$ cat config.mk
export PLATFORM = sky130hd
export DESIGN_NAME = fifo_rd_stream
export DESIGN_NICKNAME = d
export VERILOG_FILES = /design/src/rtl/fifo_pkg.sv /design/src/rtl/fifo_lfsr.sv /design/src/rtl/fifo_rd_stream.sv
export SDC_FILE = /design/constraint.sdc
export NUM_CORES = 1
export LEC_CHECK = 0
export ABC_CLOCK_PERIOD_IN_PS = 2200
export CAP_MARGIN = 20
export CORE_MARGIN = 2
export CORE_UTILIZATION = 47
export DETAILED_ROUTE_END_ITERATION = 10
export GPL_ROUTABILITY_DRIVEN = 0
export HOLD_SLACK_MARGIN = 0.12
export PLACE_DENSITY = 0.79
export SYNTH_ARGS = -nofsm -noshare
export SYNTH_HDL_FRONTEND = slang
export SYNTH_HIERARCHICAL = 1
export SYNTH_SLANG_ARGS = --single-unit
$ cat constraint.sdc
create_clock -name rd_clk -period 2.2 [get_ports rd_clk]
set_clock_uncertainty 0.2 [all_clocks]
set_input_delay 0.44 -clock rd_clk [delete_from_list [all_inputs] [get_ports rd_clk]]
set_output_delay 0.44 -clock rd_clk [all_outputs]
set_load 0.05 [all_outputs]
$ cat src/rtl/fifo_pkg.sv
// Shared async-FIFO types and constants.
// Used by the read-side drain engine and the write-side generator.
package fifo_pkg;

  typedef enum logic [1:0] {
    OCC0 = 2'd0,
    OCC1 = 2'd1,
    OCC2 = 2'd2
  } occ_t;

  localparam logic [7:0] CHK_POLY_DEF = 8'hB8;
  localparam logic [7:0] CHK_SEED_DEF = 8'hA5;

endpackage

$ cat src/rtl/fifo_lfsr.sv
// Galois LFSR (right shift), one step per cycle with step high.
// Shared by the write generator and the read checker.
module fifo_lfsr
  import fifo_pkg::*;
#(
  parameter int              WIDTH = 8,
  parameter logic [WIDTH-1:0] POLY = CHK_POLY_DEF,
  parameter logic [WIDTH-1:0] SEED = CHK_SEED_DEF
) (
  input  logic             rd_clk,
  input  logic             rd_rst,
  input  logic             step,
  output logic [WIDTH-1:0] value
);

  logic [WIDTH-1:0] nxt;

  // next state: shift right, fold taps in when lsb falls out
  always_comb begin
    nxt = value >> 1;
    if (value[0]) nxt = nxt ^ POLY;
  end

  // sequence register
  always_ff @(posedge rd_clk or posedge rd_rst) begin
    if (rd_rst)    value <= SEED;
    else if (step) value <= nxt;
  end

endmodule

$ cat src/rtl/fifo_rd_stream.sv
// FIFO read-side drain: pops into a 2-entry skid, streams out.
// Optional LFSR checker enabled by FIFO_RD_STREAM_CHK_EN.
module fifo_rd_stream
  import fifo_pkg::*;
#(
  parameter int               DSIZE    = 8,
  parameter int               CNT_W    = 16,
  parameter logic [DSIZE-1:0] CHK_POLY = CHK_POLY_DEF,
  parameter logic [DSIZE-1:0] CHK_SEED = CHK_SEED_DEF
) (
  input  logic             rd_clk,
  input  logic             rd_rst,
  input  logic [DSIZE-1:0] rd_data,
  input  logic             rd_empty,
  output logic             rd_inc,
  output logic [DSIZE-1:0] out_data,
  output logic             out_valid,
  input  logic             out_ready,
  output logic [CNT_W-1:0] word_cnt,
  output logic             chk_err,
  output logic [7:0]       err_cnt
);

  occ_t             occ, occ_n;
  logic [DSIZE-1:0] h, h_n;
  logic [DSIZE-1:0] t, t_n;
  logic             pop;
  logic             xfer;

  // pop only from registered occupancy, never from out_ready
  assign rd_inc    = !rd_rst && !rd_empty && (occ != OCC2);
  assign pop       = rd_inc;
  assign out_valid = (occ != OCC0);
  assign out_data  = h;
  assign xfer      = out_valid && out_ready;

  // occupancy next-state and head/tail loads
  always_comb begin
    occ_n = occ;
    h_n   = h;
    t_n   = t;
    unique case (occ)
      OCC0: begin
        if (pop) begin
          h_n   = rd_data;
          occ_n = OCC1;
        end
      end
      OCC1: begin
        if (pop && xfer) begin
          h_n = rd_data;
        end else if (pop) begin
          t_n   = rd_data;
          occ_n = OCC2;
        end else if (xfer) begin
          occ_n = OCC0;
        end
      end
      OCC2: begin
        if (xfer) begin
          h_n   = t;
          occ_n = OCC1;
        end
      end
      default: occ_n = OCC0;
    endcase
  end

  // occupancy and skid registers
  always_ff @(posedge rd_clk or posedge rd_rst) begin
    if (rd_rst) begin
      occ <= OCC0;
      h   <= '0;
      t   <= '0;
    end else begin
      occ <= occ_n;
      h   <= h_n;
      t   <= t_n;
    end
  end

  // delivered-word counter, wraps naturally
  always_ff @(posedge rd_clk or posedge rd_rst) begin
    if (rd_rst)    word_cnt <= '0;
    else if (xfer) word_cnt <= word_cnt + 1'b1;
  end

`ifdef FIFO_RD_STREAM_CHK_EN
  logic [DSIZE-1:0] exp_w;

  fifo_lfsr #(
    .WIDTH (DSIZE),
    .POLY  (CHK_POLY),
    .SEED  (CHK_SEED)
  ) u_lfsr (
    .rd_clk (rd_clk),
    .rd_rst (rd_rst),
    .step   (xfer),
    .value  (exp_w)
  );

  // compare each delivered word against the expected sequence
  always_ff @(posedge rd_clk or posedge rd_rst) begin
    if (rd_rst) begin
      chk_err <= 1'b0;
      err_cnt <= 8'h00;
    end else if (xfer && (out_data != exp_w)) begin
      chk_err <= 1'b1;
      if (err_cnt != 8'hFF) err_cnt <= err_cnt + 8'h01;
    end
  end
`else
  logic unused_chk;

  assign unused_chk = ^{CHK_POLY, CHK_SEED};
  assign chk_err    = 1'b0;
  assign err_cnt    = 8'h00;
`endif

endmodule

Yosys cells after proc, flatten, opt, wreduce, memory -nomap -nowiden
Cells that the tools add are included.

word-level totals
  input port bits = 12
  logic and storage cells = 36
  output and inout port bits = 35
  bits in registers = 34

cells by class
  equal/unequal tests = 8
  reductions and logical operators = 12
  mux-type cells = 10
  bitwise operators = 1
  add/sub/neg operators = 1

operator list
  operator                 number
  $mux W8                  3
  $pmux W8 S3              1
  $add A16 B1 Y16 const B  1
  $mux W2                  5
  $ne A2 B2 Y1 const B     5
  $reduce_and A4 Y1        2
  $pmux W2 S3              1
  $logic_and A1 B1 Y1      4
  $ne A3 B3 Y1 const B     1
  $reduce_and A3 Y1        1
  $reduce_bool A3 Y1       1
  $eq A2 B1 Y1 const B     1
  $eq A2 B2 Y1 const B     1
  $logic_not A1 Y1         2
  $logic_not A2 Y1         1
  $reduce_bool A2 Y1       1
  $not A1 Y1               1

Longest topological paths before layout
  depth after elaboration = 6
  gate-level depth with buffers = 6
  gate-level depth less buffers = 5

Worst setup path before layout
Ideal clock, no wire load.

  path type = flip-flop to output port
  start point = reg occ[1]
  end point = out rd_inc
  buffers on the path = 2
  cell stages (with the launch flop) = 5
  arrival time = 1,229 ps
  required time = 1,560 ps
  slack = 331 ps
  cell sequence = dfrtp_1 -> buf_6 -> nand2b_1 -> buf_2 -> and2_1

between the ends
  word-level cells in the longest chain between the ends = 2

RTL lines
  what                    line                  text
  start, declared         fifo_rd_stream.sv:24  occ_t occ, occ_n;
  start signal, assigned  fifo_rd_stream.sv:76  occ <= occ_n;
  $ne A2 B2 Y1            fifo_rd_stream.sv:31  assign rd_inc = !rd_rst && !rd_empty && (occ != OCC2);
  $logic_and A1 B1 Y1     fifo_rd_stream.sv:31
  end, declared           fifo_rd_stream.sv:15  output logic rd_inc,

No other way between the ends.

Worst setup path after layout
  start point = in rd_empty
  end point = out rd_inc

between the ends
  word-level cells in the longest chain between the ends = 3

RTL lines
  what                               line                  text
  start, declared                    fifo_rd_stream.sv:14  input logic rd_empty,
  $logic_not A1 Y1                   fifo_rd_stream.sv:31
  $logic_and A1 B1 Y1 (2 in series)  fifo_rd_stream.sv:31

No other way between the ends.

==> key figures <==
Timing
  – Setup repair after global routing missed its margin: no
  – Hold slack final: 0.272 ns
  – Measured slew at the worst slew-check pin: 0.503 ns
  – Final setup violation count: 0
  – Post-layout min period: 2.14 ns
  – Final Max Tran Viols: 0
  – Hold violation count in the final report: 0
  – Setup TNS: 0 ns
  – Final Cycle Share: 97.4%
  – Highest clock rate: 467 MHz
  – Post-route worst setup slack: 0.0565 ns
  – Max_slew headroom: 66.4%

Pwr
  – Combinational cell fraction of total power: 39.8%
  – Sequential cell fraction of total power: 44.1%
  – Internal Dissipation: 0.00121 W
  – Design Power: 0.00203 W
  – Leakage power: 1.02 nW
  – Switching fraction of total power: 40.1%
  – Highest ir drop seen on vdd: 0.526 mV
  – Power dissipated by switching net loads: 0.000813 W
  – Power density over the cells: 972 nW/um^2
  – Clock network fraction of design power: 16.1%

Floorplan
  – Die Height: 62.9 um
  – Total die area: 3960 sq um
  – Horiz. Die Dim: 62.9 um
  – Std-Cell Core Area: 3340 sq um
  – Count of standard-cell rows: 21
  – Initial core utilization: 48.9%
  – Top-level I/O count: 47

Clock tree
  – Clock tree from TritonCTS: yes
  – Clock buffers created by TritonCTS: 5
  – H-Tree Level Count: 2
  – Post-CTS Repair Setup Buffers: 0
  – CTS Root Cell: clkbuf_4
  – Clock transition at path regs: 0.09 ns
  – Maximum root-to-sink buffer count: 2
  – Insertion delay of the later-clocked pin in the worst-skew pair: 0.32 ns
  – Hold buffer count at cts: 0
  – Number of clock sinks: 34

Setup path
  – Category of the critical setup timing path: in2out
  – Data arrival time of the critical path: 1.50 ns
  – Startpoint types: input pin
  – R2R Path End: word_cnt[15]
  – Slack of the worst reg-to-reg path: 0.54 ns
  – Capturing element type of the critical path: output port
  – Worst reg2reg path depth: 4
  – Critical path peak fanout: 3
  – Worst flop-to-flop path startpoint: occ[1]
  – Worst EP required: 1.56 ns

Synthesis
  – Number of flops mapped to enable cells by yosys: 0
  – Dominant cell by count in the synthesized netlist: dfrtp_1
  – Most area-consuming cells after synthesis: dfrtp_1 (52%), mux2_2 (6.2%), xnor2_1 (5.9%)
  – Number of warnings printed during yosys synthesis: 6
  – Number of instances in the synthesized netlist: 139
  – Sequential area share after synthesis: 52.1%
  – Netlist area before placement: 1630 sq um
  – Area share of the largest cell type after synthesis: 52.1%
  – Leading area contributor after synthesis: dfrtp_1
  – Top cells by count, synth: dfrtp_1 (34), nor2_1 (12), xnor2_1 (11)
  – Avg Synthesized Cell Area: 11.7 sq um
  – Register bit total from synthesis: 34
  – Count of unique library cells instantiated by Yosys: 32
  – Most used flip-flop cell after synthesis: dfrtp_1
  – Fraction of synthesis flops using an asynchronous set or reset pin: 100%

Drt
  – Initial DRC Count: 13
  – DRT Wirelength: 3.03 mm
  – Initial DRT Pass Iterations: 4
  – Detail-routed via count per cell: 4.97
  – Detailed-route wire length per cell: 13.2 um
  – Remaining routing DRC violations: 0
  – Vias after detailed routing: 1139
  – Final antenna-violating net count: 0

Finish
  – Antenna Cells: 0
  – Fraction of layout instances using a drive strength above 1: 23.5%
  – Layout-stage area growth over the synthesis result: 27.7%
  – Filler Cell Count: 292
  – Nets@finish: 197

Placement
  – Total of buffers placed on input and output ports: 37
  – Pre-CTS setup slack: 0.0708 ns
  – Placed wire-length estimate after detailed placement: 2.19 mm

GRT
  – Aggregate global-route resource usage: 16.6%
  – Largest net degree at the start of global routing: 35
  – Remaining global-route overflow: 0
  – Antenna violations before repair: 0
  – Number of global-route vias before repair: 1173
  – Global-route wire length before repair: 5.19 mm

Worst hold path
  – Hold wc startpoint: word_cnt[15]
  – Worst hold-check path type: reg2reg
  – Hold Path End: word_cnt[15]
  – Worst hold stages: 1

Run status
  – Result of the run: completed

Run
  – Max capacitance violation total: 0
==> timing repair <==
| action | in CTS | in global routing |
|---|---|---|
| endpoints found under the setup margin | 2 | 2 |
| resized for setup | 2 | 2 |
| cloned | 0 | 0 |
==> area by class of cell <==
type / count / area [sq um] / share of cell area (%)
sequential: 34 / 851 / 40.8
multi-input combinational: 97 / 701 / 33.6
timing repair buffer: 43 / 413 / 19.8
tap: 46 / 57.6 / 2.76
clock buffer: 6 / 51.3 / 2.46
inverter: 3 / 11.3 / 0.540
==> power by group through the flow <==
stage	combinational (W)	sequential (W)	clock, W
5_1_grt	0.000851	0.000921	0.000368
3_3_place_gp	0.000801	0.000892	0
4_1_cts	0.000816	0.000896	0.000344
3_5_place_dp	0.000814	0.000907	0
6_report	0.000806	0.000894	0.000327
2_1_floorplan	0.000292	0.00118	0
==> cell usage in the layout (no fill, tap or decap), types with 2 or more instances in the layout <==
| cell type | instances |
|---|---|
| a21oi_1 | 8 |
| a21oi_2 | 2 |
| and4_1 | 2 |
| buf_12 | 2 |
| buf_4 | 16 |
| clkbuf_4 | 5 |
| clkdlybuf4s50_1 | 21 |
| conb_1 | 9 |
| dfrtp_1 | 34 |
| dlygate4sd2_1 | 2 |
| dlymetal6s2s_1 | 2 |
| inv_1 | 3 |
| mux2_2 | 9 |
| mux2i_1 | 9 |
| nand2_1 | 7 |
| nand3_1 | 5 |
| nand4_1 | 2 |
| nor2_1 | 12 |
| nor3_1 | 2 |
| nor3_2 | 2 |
| xnor2_1 | 11 |
| xor2_1 | 4 |
==> cell families after synthesis <==
group	Yosys count	share of synthesized area, %
adders and majority gates	1	0.766
muxes	18	11.7
other	1	0.230
buffers and inverters	16	6.82
DFF	34	52.1
xor gates and xnor gates	15	8.05
and+or+nand+nor	40	13.3
AOI/OAI and AO/OA	14	7.05
==> worst max path at each step <==
stage / from / slack [ns] / to
2_1_floorplan: occ[1] / 0.33 / rd_inc
3_3_place_gp: rd_empty / 0.10 / rd_inc
3_5_place_dp: rd_empty / 0.07 / rd_inc
4_1_cts: word_cnt[1] / 0.006 / word_cnt[1]
5_1_grt: rd_empty / 0.003 / rd_inc
6_report: rd_empty / 0.06 / rd_inc
==> flip-flops by register name, summed over array words and instances (netlist names) <==
signal	flops
t	8
out_data	8
word_cnt	16
occ	2
==> metal layers <==
layer  up-vias  wire length, um  GRT usage, %
met5         -                0             0
met4         0               41          5.83
met3         5              159          4.14
met2        35             1610          30.5
met1       552             1220          18.3
li1        547                -             -
==> worst max-delay path: stages <==
cell and delay (ns):
clkdlybuf4s50_1 0.50, nor2_1 0.21, and2_1 0.20, buf_12 0.15
==> metrics by stage <==
step           instances  area [sq um]  utilization [%]
2_1_floorplan        147          1660                -
3_3_place_gp         223          2030             60.9
3_5_place_dp         223          2030             60.9
4_1_cts              229          2080             62.3
5_1_grt              229          2080             62.5
6_report             229          2080             62.5
(Power assumes the default switching activity.)
